[config.mk]
export PLATFORM = sky130hd
export DESIGN_NAME = os_tx_scheduler_flat
export DESIGN_NICKNAME = d
export VERILOG_FILES = /design/src/rtl/os_tx_scheduler_pkg.sv /design/src/rtl/os_tx_scheduler_if.sv /design/src/rtl/os_tx_scheduler_skp_timer.sv /design/src/rtl/os_tx_scheduler.sv /design/src/flat_wrapper.sv
export SDC_FILE = /design/constraint.sdc
export NUM_CORES = 1
export LEC_CHECK = 0
export CAP_MARGIN = 40
export CORE_MARGIN = 2
export CORE_UTILIZATION = 46
export CTS_BUF_LIST = sky130_fd_sc_hd__clkbuf_2 sky130_fd_sc_hd__clkbuf_4 sky130_fd_sc_hd__clkbuf_8
export CTS_CLUSTER_DIAMETER = 40
export DETAILED_ROUTE_END_ITERATION = 7
export GPL_TIMING_DRIVEN = 0
export PLACE_DENSITY = 0.72
export SYNTH_ARGS = -nofsm -noshare
export SYNTH_HDL_FRONTEND = slang
export SYNTH_SLANG_ARGS = --single-unit
[constraint.sdc]
create_clock -name clk -period 1.78 [get_ports clk]
set_clock_uncertainty 0.1 [all_clocks]
set_input_delay 0.178 -clock clk [delete_from_list [all_inputs] [get_ports clk]]
set_output_delay 0.178 -clock clk [all_outputs]
set_load 0.02 [all_outputs]
[src/rtl/os_tx_scheduler_pkg.sv]
// rtl/os_tx_scheduler_pkg.sv - shared encodings and defaults for the transmit ordered-set scheduler
package os_pkg;

    // Ordered-set type codes understood by the encoder
    localparam logic [2:0] OS_TS1   = 3'd0;
    localparam logic [2:0] OS_TS2   = 3'd1;
    localparam logic [2:0] OS_EIOS  = 3'd2;
    localparam logic [2:0] OS_EIEOS = 3'd3;
    localparam logic [2:0] OS_SKP   = 3'd4;

    // Lane mux select
    typedef enum logic [1:0] {
        SEL_IDLE = 2'd0,
        SEL_OS   = 2'd1,
        SEL_SKP  = 2'd2,
        SEL_DATA = 2'd3
    } tx_sel_t;

    // Scheduler states
    typedef enum logic [1:0] {
        ST_IDLE = 2'd0,
        ST_OS   = 2'd1,
        ST_SKP  = 2'd2,
        ST_DATA = 2'd3
    } state_t;

    // Default SKP insertion intervals in clock cycles
    localparam int SKP_INTERVAL_G12_DEF = 1180;
    localparam int SKP_INTERVAL_G3_DEF  = 370;

endpackage

[src/rtl/os_tx_scheduler_if.sv]
// rtl/os_tx_scheduler_if.sv - request, grant and encoder handshake bundle for the scheduler
interface os_tx_scheduler_if;
    logic [2:0] gen;
    logic       link_up;
    logic       skp_en;
    logic       ltssm_os_req;
    logic [2:0] ltssm_os_type;
    logic [7:0] ltssm_os_count;
    logic       ltssm_os_done;
    logic       tlp_req;
    logic       tlp_valid;
    logic       tlp_last;
    logic       tlp_grant;
    logic       os_start;
    logic [2:0] os_type;
    logic       os_sent;
    logic [1:0] tx_sel;
    logic       skp_overrun;

    // Scheduler side
    modport master (
        input  gen, link_up, skp_en,
        input  ltssm_os_req, ltssm_os_type, ltssm_os_count,
        input  tlp_req, tlp_valid, tlp_last, os_sent,
        output ltssm_os_done, tlp_grant, os_start, os_type, tx_sel, skp_overrun
    );

    // Requester / encoder side
    modport slave (
        output gen, link_up, skp_en,
        output ltssm_os_req, ltssm_os_type, ltssm_os_count,
        output tlp_req, tlp_valid, tlp_last, os_sent,
        input  ltssm_os_done, tlp_grant, os_start, os_type, tx_sel, skp_overrun
    );
endinterface

[src/rtl/os_tx_scheduler_skp_timer.sv]
// rtl/os_tx_scheduler_skp_timer.sv - SKP interval counter with single pending request and overrun flag
module skp_timer
    import os_pkg::*;
#(
    parameter int SKP_INTERVAL_G12 = SKP_INTERVAL_G12_DEF,
    parameter int SKP_INTERVAL_G3  = SKP_INTERVAL_G3_DEF,
    parameter int CNT_W            = 11
) (
    input  logic       clk,
    input  logic       reset,
    input  logic       en,
    input  logic [2:0] gen,
    input  logic       clr,
    output logic       pending,
    output logic       overrun
);

    logic [CNT_W-1:0] cnt;
    logic [CNT_W-1:0] limit;
    logic             expire;

    // Compare with >= so a gen change that leaves the count past the new limit wraps immediately
    assign limit  = (gen >= 3'd3) ? CNT_W'(SKP_INTERVAL_G3 - 1) : CNT_W'(SKP_INTERVAL_G12 - 1);
    assign expire = en && (cnt >= limit);

    // Interval counter: held at zero while disabled, wraps on expiry
    always_ff @(posedge clk or negedge reset) begin
        if (!reset) begin
            cnt <= '0;
        end else if (!en || expire) begin
            cnt <= '0;
        end else begin
            cnt <= cnt + 1'b1;
        end
    end

    // Pending SKP request; a fresh expiry wins over a same-cycle clear
    always_ff @(posedge clk or negedge reset) begin
        if (!reset) begin
            pending <= 1'b0;
        end else if (expire) begin
            pending <= 1'b1;
        end else if (clr) begin
            pending <= 1'b0;
        end
    end

    // Sticky overrun: an expiry landed while an unserviced SKP was still pending
    always_ff @(posedge clk or negedge reset) begin
        if (!reset) begin
            overrun <= 1'b0;
        end else if (expire && pending && !clr) begin
            overrun <= 1'b1;
        end
    end

endmodule

[src/rtl/os_tx_scheduler.sv]
// rtl/os_tx_scheduler.sv - arbitrates lane transmit between LTSSM bursts, SKP insertion and data
module os_tx_scheduler
    import os_pkg::*;
#(
    parameter int SKP_INTERVAL_G12 = SKP_INTERVAL_G12_DEF,
    parameter int SKP_INTERVAL_G3  = SKP_INTERVAL_G3_DEF,
    parameter int CNT_W            = 11
) (
    input  logic              clk,
    input  logic              reset,
    os_tx_scheduler_if.master bus
);

    state_t     state;
    tx_sel_t    tx_sel;
    logic       ret_os;
    logic [7:0] remaining;
    logic [2:0] os_type;
    logic [2:0] ltssm_type;
    logic       os_start;
    logic       os_done;
    logic       tlp_grant;
    logic       skp_pending;
    logic       skp_overrun;
    logic       skp_clr;
    logic       sent_ok;
    logic       more_due;

    // A completion pulse coinciding with our own start pulse belongs to an older set
    assign sent_ok  = bus.os_sent && !os_start;
    // remaining == 0 only ever holds in continuous mode; count mode finishes on the last set
    assign more_due = (remaining == 8'd0) ? bus.ltssm_os_req : (remaining != 8'd1);
    // Clear combinationally so pending is gone by the time IDLE re-arbitrates
    assign skp_clr  = (state == ST_SKP) && sent_ok;

    skp_timer #(
        .SKP_INTERVAL_G12 (SKP_INTERVAL_G12),
        .SKP_INTERVAL_G3  (SKP_INTERVAL_G3),
        .CNT_W            (CNT_W)
    ) u_skp_timer (
        .clk     (clk),
        .reset   (reset),
        .en      (bus.skp_en),
        .gen     (bus.gen),
        .clr     (skp_clr),
        .pending (skp_pending),
        .overrun (skp_overrun)
    );

    // Scheduler FSM with registered outputs; sets and packets are never preempted
    always_ff @(posedge clk or negedge reset) begin
        if (!reset) begin
            state      <= ST_IDLE;
            tx_sel     <= SEL_IDLE;
            ret_os     <= 1'b0;
            remaining  <= 8'd0;
            os_type    <= 3'd0;
            ltssm_type <= 3'd0;
            os_start   <= 1'b0;
            os_done    <= 1'b0;
            tlp_grant  <= 1'b0;
        end else begin
            os_start <= 1'b0;
            os_done  <= 1'b0;
            case (state)
                ST_IDLE: begin
                    if (skp_pending) begin
                        state    <= ST_SKP;
                        tx_sel   <= SEL_SKP;
                        os_type  <= OS_SKP;
                        os_start <= 1'b1;
                        ret_os   <= 1'b0;
                    end else if (bus.ltssm_os_req) begin
                        state      <= ST_OS;
                        tx_sel     <= SEL_OS;
                        os_type    <= bus.ltssm_os_type;
                        ltssm_type <= bus.ltssm_os_type;
                        remaining  <= bus.ltssm_os_count;
                        os_start   <= 1'b1;
                    end else if (bus.tlp_req && bus.link_up) begin
                        state     <= ST_DATA;
                        tx_sel    <= SEL_DATA;
                        tlp_grant <= 1'b1;
                    end else begin
                        tx_sel <= SEL_IDLE;
                    end
                end
                ST_OS: begin
                    if (sent_ok) begin
                        if (remaining != 8'd0) begin
                            remaining <= remaining - 8'd1;
                        end
                        if (!more_due) begin
                            state   <= ST_IDLE;
                            tx_sel  <= SEL_IDLE;
                            os_done <= 1'b1;
                        end else if (skp_pending) begin
                            state    <= ST_SKP;
                            tx_sel   <= SEL_SKP;
                            os_type  <= OS_SKP;
                            os_start <= 1'b1;
                            ret_os   <= 1'b1;
                        end else begin
                            os_start <= 1'b1;
                        end
                    end
                end
                ST_SKP: begin
                    if (sent_ok) begin
                        ret_os <= 1'b0;
                        if (ret_os) begin
                            state    <= ST_OS;
                            tx_sel   <= SEL_OS;
                            os_type  <= ltssm_type;
                            os_start <= 1'b1;
                        end else begin
                            state  <= ST_IDLE;
                            tx_sel <= SEL_IDLE;
                        end
                    end
                end
                ST_DATA: begin
                    if (!bus.link_up || (bus.tlp_valid && bus.tlp_last)) begin
                        state     <= ST_IDLE;
                        tx_sel    <= SEL_IDLE;
                        tlp_grant <= 1'b0;
                    end
                end
                default: begin
                    state  <= ST_IDLE;
                    tx_sel <= SEL_IDLE;
                end
            endcase
        end
    end

    assign bus.os_start      = os_start;
    assign bus.os_type       = os_type;
    assign bus.ltssm_os_done = os_done;
    assign bus.tlp_grant     = tlp_grant;
    assign bus.tx_sel        = tx_sel;
    assign bus.skp_overrun   = skp_overrun;

endmodule

[src/flat_wrapper.sv]
// flat-port wrapper written by rule: the top's interface ports become plain ports
module os_tx_scheduler_flat import os_pkg::*;
#(
    parameter int SKP_INTERVAL_G12 = SKP_INTERVAL_G12_DEF,
    parameter int SKP_INTERVAL_G3  = SKP_INTERVAL_G3_DEF,
    parameter int CNT_W            = 11
)
  (clk, reset, bus_gen, bus_link_up, bus_skp_en, bus_ltssm_os_req, bus_ltssm_os_type, bus_ltssm_os_count, bus_tlp_req, bus_tlp_valid, bus_tlp_last, bus_os_sent, bus_ltssm_os_done, bus_tlp_grant, bus_os_start, bus_os_type, bus_tx_sel, bus_skp_overrun);
  os_tx_scheduler_if bus_i ();
  input  logic clk;
  input  logic reset;
  input wire logic [$bits(bus_i.gen)-1:0] bus_gen;
  input wire logic [$bits(bus_i.link_up)-1:0] bus_link_up;
  input wire logic [$bits(bus_i.skp_en)-1:0] bus_skp_en;
  input wire logic [$bits(bus_i.ltssm_os_req)-1:0] bus_ltssm_os_req;
  input wire logic [$bits(bus_i.ltssm_os_type)-1:0] bus_ltssm_os_type;
  input wire logic [$bits(bus_i.ltssm_os_count)-1:0] bus_ltssm_os_count;
  input wire logic [$bits(bus_i.tlp_req)-1:0] bus_tlp_req;
  input wire logic [$bits(bus_i.tlp_valid)-1:0] bus_tlp_valid;
  input wire logic [$bits(bus_i.tlp_last)-1:0] bus_tlp_last;
  input wire logic [$bits(bus_i.os_sent)-1:0] bus_os_sent;
  output wire logic [$bits(bus_i.ltssm_os_done)-1:0] bus_ltssm_os_done;
  output wire logic [$bits(bus_i.tlp_grant)-1:0] bus_tlp_grant;
  output wire logic [$bits(bus_i.os_start)-1:0] bus_os_start;
  output wire logic [$bits(bus_i.os_type)-1:0] bus_os_type;
  output wire logic [$bits(bus_i.tx_sel)-1:0] bus_tx_sel;
  output wire logic [$bits(bus_i.skp_overrun)-1:0] bus_skp_overrun;
  assign bus_i.gen = bus_gen;
  assign bus_i.link_up = bus_link_up;
  assign bus_i.skp_en = bus_skp_en;
  assign bus_i.ltssm_os_req = bus_ltssm_os_req;
  assign bus_i.ltssm_os_type = bus_ltssm_os_type;
  assign bus_i.ltssm_os_count = bus_ltssm_os_count;
  assign bus_i.tlp_req = bus_tlp_req;
  assign bus_i.tlp_valid = bus_tlp_valid;
  assign bus_i.tlp_last = bus_tlp_last;
  assign bus_i.os_sent = bus_os_sent;
  assign bus_ltssm_os_done = bus_i.ltssm_os_done;
  assign bus_tlp_grant = bus_i.tlp_grant;
  assign bus_os_start = bus_i.os_start;
  assign bus_os_type = bus_i.os_type;
  assign bus_tx_sel = bus_i.tx_sel;
  assign bus_skp_overrun = bus_i.skp_overrun;
  os_tx_scheduler #(.SKP_INTERVAL_G12(SKP_INTERVAL_G12), .SKP_INTERVAL_G3(SKP_INTERVAL_G3), .CNT_W(CNT_W)) u_core (.clk(clk), .reset(reset), .bus(bus_i));
endmodule
======== Word level (Yosys, flattened, before mapping) ========
Cells that the tools add are included.
storage, ports and cells
  output and inout port bits .............. 9
  register bits ........................... 35
  logic and storage cells ................. 116
cells by class
  multiplexer cells ....................... 53
  add/subtract/negate cells ............... 2
  magnitude comparators ................... 2
  equal/unequal tests ..................... 19
  bitwise operators ....................... 1
  reduce and logical (&&, ||, !) cells .... 27
operators with widths
  operator                                                            number
  8-bit two-way mux                                                   4
  1-bit two-way mux                                                   22
  11-bit two-way mux                                                  2
  2-bit two-way mux                                                   11
  3-bit two-way mux                                                   7
  2-bit one-hot mux with 4 select lines                               2
  8-bit one-hot mux with 2 select lines                               1
  5-bit AND reduction                                                 3
  2-bit by 1-bit != test with 1-bit output, second input constant     7
  11-bit by 1-bit adder with 11-bit output, second input constant     1
  11-bit >= comparator                                                1
  2-bit != test, second input constant                                5
  3-bit one-hot mux with 3 select lines                               1
  8-bit zero test                                                     1
  8-bit by 1-bit != test with 1-bit output, second input constant     1
  8-bit nonzero test                                                  1
  8-bit by 1-bit subtractor with 8-bit output, second input constant  1
  1-bit logical AND                                                   7
  7-bit AND reduction                                                 1
  3-bit != test, second input constant                                2
  1-bit one-hot mux with 3 select lines                               2
  6-bit AND reduction                                                 1
  2-bit nonzero test                                                  3
  2-bit == test, second input constant                                2
  other kinds (11)                                                    15

======== Logic depth before layout (Yosys ltp) ========
  depth after elaboration ................. 6
  gate-level depth with buffers ........... 8
  gate-level depth less buffers ........... 8

======== Modules after synthesis ========
From an unflattened synthesis, not the netlist that was laid out.
second synthesis, totals
  cell total of the unflattened synthesis .. 226
  area, all modules ....................... 2260.9 µm²
by module, submodules not included
  module           seq. area each (µm²)  cells an instance  area each (µm²)  instances
  os_tx_scheduler  550.5                 154                1488.9           1
  skp_timer        325.3                 72                 772.0            1

======== Least setup slack after synthesis ========
Ideal clock, no wire load.
  path type ............................... register to register
  start point ............................. register u_core.state[1]
  end point ............................... register u_core.os_type[0] (netlist: u_core.bus.os_type[0])
  data required time ...................... 1552 ps
  stages on the path, launching flop included .. 8
  path slack .............................. -61 ps
  buffers on the path ..................... 0
  data arrival time ....................... 1613 ps
  period minus slack after synthesis ...... 1841 ps
  setup time .............................. 128 ps
  cell sequence ........................... dfrtp_1 -> inv_1 -> ha_1 -> inv_2 -> o21ai_1 -> a21oi_2 -> o211ai_2 -> mux2_1
between the ends
  cells in the longest elaborated chain, start to end .. 3
  elaborated cells on any way between the ends .. 12
  those cells by class .................... eq/ne: 8; mux: 1; reduce/logical: 3
RTL lines
  what                                                                                     line                    RTL
  start, declared                                                                          os_tx_scheduler.sv:14   state_t state;
  start signal, assigned                                                                   os_tx_scheduler.sv:53   state <= ST_IDLE;
  start signal, assigned                                                                   os_tx_scheduler.sv:68   state <= ST_SKP;
  start signal, assigned                                                                   os_tx_scheduler.sv:74   state <= ST_OS;
  2-bit == test, or another cell as far along                                              os_tx_scheduler.sv:65   case (state)
  2-bit by 1-bit != test with 1-bit output (no source line), or another cell as far along  -
  7-bit AND reduction (no source line)                                                     -
  end signal, assigned                                                                     os_tx_scheduler.sv:76   os_type <= bus.ltssm_os_type;
  end signal, assigned                                                                     os_tx_scheduler.sv:114  os_type <= ltssm_type;
  end, declared                                                                            os_tx_scheduler.sv:18   logic [2:0] os_type;
Several ways; a longest one is shown, not always the timed one.
A chain may end at the register's enable or synchronous reset.

======== Worst setup path after layout ========
  start point ............................. register u_core.remaining[0]
  end point ............................... register u_core.state[1]
between the ends
  cells in the longest elaborated chain, start to end .. 5
  elaborated cells on any way between the ends .. 8
  those cells by class .................... eq/ne: 2; mux: 4; reduce/logical: 2
RTL lines
  what                                                                                line                   RTL
  start, declared                                                                     os_tx_scheduler.sv:17  logic [7:0] remaining;
  start signal, assigned                                                              os_tx_scheduler.sv:78  remaining <= bus.ltssm_os_count;
  start signal, assigned                                                              os_tx_scheduler.sv:91  remaining <= remaining - 8'd1;
  8-bit by 1-bit != test with 1-bit output / 8-bit zero test (equally long branches)  os_tx_scheduler.sv:32  assign more_due = (remaining == 8'd0) ? bus.ltssm_os_req : (remaining != 8'd1);
  1-bit two-way mux (*)                                                               os_tx_scheduler.sv:32
  2-bit two-way mux                                                                   os_tx_scheduler.sv:93  if (!more_due) begin
  2-bit two-way mux                                                                   os_tx_scheduler.sv:89  if (sent_ok) begin
  2-bit one-hot mux with 4 select lines                                               os_tx_scheduler.sv:65
  end signal, assigned                                                                os_tx_scheduler.sv:68
  end signal, assigned                                                                os_tx_scheduler.sv:94  state <= ST_IDLE;
  end signal, assigned                                                                os_tx_scheduler.sv:98  state <= ST_SKP;
Mark *: on every way between the ends. The rest lies on a longest branch, timed or not. The select of a mux whose other input is x is not followed.

==> out/summary.txt <==
Met1 Use GR = 27.4%
Syn_nets = 251
All-Layer GR Usage = 20.6%
Mapped Area = 2160 sq um
WS Path Type = reg2reg
Maxcap violations = 0
Core ar. = 4440 sq um
RSZ-0062 raised after global routing = yes
Layer with the highest usage = met2
Max-slew violations = 0
Worst-skew pair later-pin latency = 300 ps
Final Wtd Congestion = 0.821
Met2 usage = 33.3%
Worst slew pin tran = 784 ps
Final setup margin = -142 ps
Multi-input logic area = 1430 sq um
Die H = 72.5 um
N_diodes = 0
Post-synth EDFFs = 0
Distinct cells, synth = 60
Critical Path AT = 2020 ps
Critical path endpoint category = flip-flop
Starting Density = 48.6%
Initial DRC Count = 93
Final setup vio count = 24
Drt wl/cell = 17.0 um
Status = finished with violations
Post-Syn Instances = 213
Grt ovf = 0
Critical Path Source Type = flip-flop
Post-Synth XOR/XNOR Area = 3.65%
CTS Buffer Depth = 2
Final Routed Wirelength = 5670 um
Synth Area in Simple Gates = 19.5%
Sequential share of the synthesized area = 40.6%
Synthesized flop and latch total = 35
Top cell type's share of synthesized area = 40.6%
Clock buffer count from CTS = 5
Pre-antenna DRT Iters = 4
Top post-synthesis cells by count = 35 x dfrtp_1, 19 x nand2_1, 16 x nor2_1
Largest net degree at the start of global routing = 36
Top-count cell post-synth = dfrtp_1
Violated checks = setup timing
DR vias/cell = 5.77
Final ANT Viol Nets = 0
Met3 Use GR = 4.31%
Die X = 72.5 um
Die Area = 5260 sq um
Routed via count = 1922
Hold Path Class = in2async
First-pass GRT wire length = 8550 um
P_leak = 1.34 nW
Post-Synth Adder-Cell Area = 8.69%
Largest family of logic cells by synthesized area = simple AND/OR/NAND/NOR gates
Mux contribution to synthesized area = 4.52%
Pwr per Cell Area = 1600 nW/um^2
Core Rows = 24
Final HPWL DP = 3290 um
VDD IR max = 0.735 mV
Async SR Flop Fraction = 100%
Final Cycle Share = 108%
Slew margin rel. = 47.7%
Critical Path RT = 1870 ps
Root buf cell = clkbuf_8
# IOs = 32
Layout cells sized above 1 = 35.2%
Register area = 878 sq um
DRC errors left = 0
Final-report hold violation count = 0
Yosys warns = 0
Fin Hold WS = 391 ps
Fmax = 0.520 GHz
Compound-Gate Fraction of Synth Area = 19.3%
Initial antenna violation count = 0
Placed cell area = 2540 sq um
Clock transition at path regs = 80 ps
CTS tree = yes
Vias in the first global route = 1870
Crit path max fanout = 6
Final Critical Period = 1920 ps
H-tree depth = 2
Primary FF master, synth = dfrtp_1
Mean Syn Cell Area = 10.1 sq um
Area Growth Syn to Fin = 44.7%
Layout Cell Area excl Fill = 3130 sq um
Most area-hungry cell type in the Yosys netlist = dfrtp_1
Final nets = 318
Synth top area cells = dfrtp_1 41%, ha_1 8.7%, nand2_1 3.3%, xor2_1 3.2%, nor2_1 2.8%
CTS Sinks = 35
PortBufs = 31
Number of fill cells in the layout = 328
## cell families (layout without fill, tap and decap cells)
family,count (synthesis),count (layout)
muxes,9,9
xor gates and xnor gates,9,9
AOI/OAI and AO/OA,54,54
buffers and inverters,17,84
DFF,35,35
adders and majority gates,15,15
and+or+nand+nor,74,75
## sequential cells by signal, indices dropped and copies added, names as in the netlist
signal	cells
u_core.u_skp_timer.cnt	11
u_core.remaining	8
u_core.bus.os_type	3
u_core.ltssm_type	3
u_core.bus.tx_sel	2
u_core.state	2
u_core.bus.ltssm_os_done	1
u_core.bus.os_start	1
u_core.bus.tlp_grant	1
u_core.ret_os	1
u_core.u_skp_timer.overrun	1
u_core.u_skp_timer.pending	1
## path summary, 6_finish.rpt
kind                                      start                   endpoint  slack (ps)  cells past startpoint
max                         u_core.remaining[0]            u_core.state[1]        -140                      7
min                                       reset  u_core.u_skp_timer.cnt[2]         390                      2
max reg2reg                 u_core.remaining[0]            u_core.state[1]        -140                      7
min reg2reg                u_core.bus.tx_sel[0]       u_core.bus.tx_sel[0]         400                      1
max in group asynchronous                 reset            u_core.state[1]         640                      2
min in group clk           u_core.bus.tx_sel[0]       u_core.bus.tx_sel[0]         400                      1
## cell usage in the layout, fill, tap and decap left out, types with 3 or more instances in the layout
cell | Yosys | layout
a21oi_1 | 8 | 7
a31oi_1 | 5 | 5
buf_4 | 1 | 24
buf_6 | 2 | 7
clkbuf_8 | 0 | 5
clkdlybuf4s50_1 | 0 | 27
dfrtp_1 | 35 | 33
dlygate4sd2_1 | 0 | 3
ha_1 | 15 | 7
ha_4 | 0 | 8
inv_1 | 11 | 6
inv_2 | 2 | 4
mux2_2 | 3 | 3
mux2i_1 | 3 | 3
nand2_1 | 19 | 17
nand3_1 | 7 | 7
nor2_1 | 16 | 9
nor2_2 | 1 | 7
nor3_1 | 3 | 3
o211ai_1 | 5 | 5
o21ai_1 | 8 | 5
o21ai_2 | 1 | 4
xor2_1 | 8 | 8
## where the power goes
part / internal [mW] / switching (mW)
combinational: 1.47 / 1.45
sequential: 1.05 / 0.252
clock: 0.425 / 0.332
## stage by stage
step	TNS [ps]	util [%]	worst slack [ps]	total power [mW]	cells
global route	-3520	70.3	-269	5.28	333
detailed placement	-12400	57.2	-742	3.34	296
floorplan	-11.1	-	-3.71	2.78	213
CTS	-1210	65.9	-137	4.51	321
global placement	-25060	57.3	-696	3.31	296
finish	-1740	70.3	-142	4.99	333
## routing by layer
metal	wire [um]	part of all wire [%]	vias up
met5	0	0	-
met4	130	2.3	0
met3	242	4.3	16
met2	2840	50	51
met1	2460	43	946
li1	-	-	909
## critical path: stages (launching register included)
cell,delay (ps)
dfrtp_1,400
inv_2,70
ha_4,170
and2b_1,230
o2111ai_4,190
a31oi_4,320
nand2_1,140
a21o_1,190
## timing repair
action,4_1_cts,5_1_grt
gates resized for setup,31,30
buffers inserted,16,12
hold buffers,1,0
cloned,1,0
endpoints found under the hold margin,35,0
pin swaps,19,14
endpoints found under the setup margin,32,34
## final cells by class
class,count,share of cell area [%]
Buffer,3,0.961
Sequential cell,35,28.1
Tap cell,52,2.08
Multi-Input combinational cell,162,45.9
Inverter,13,1.96
Clock inverter,3,1.52
Timing Repair Buffer,60,17.3
Clock buffer,5,2.20
Power figures use the tool's default switching activity.
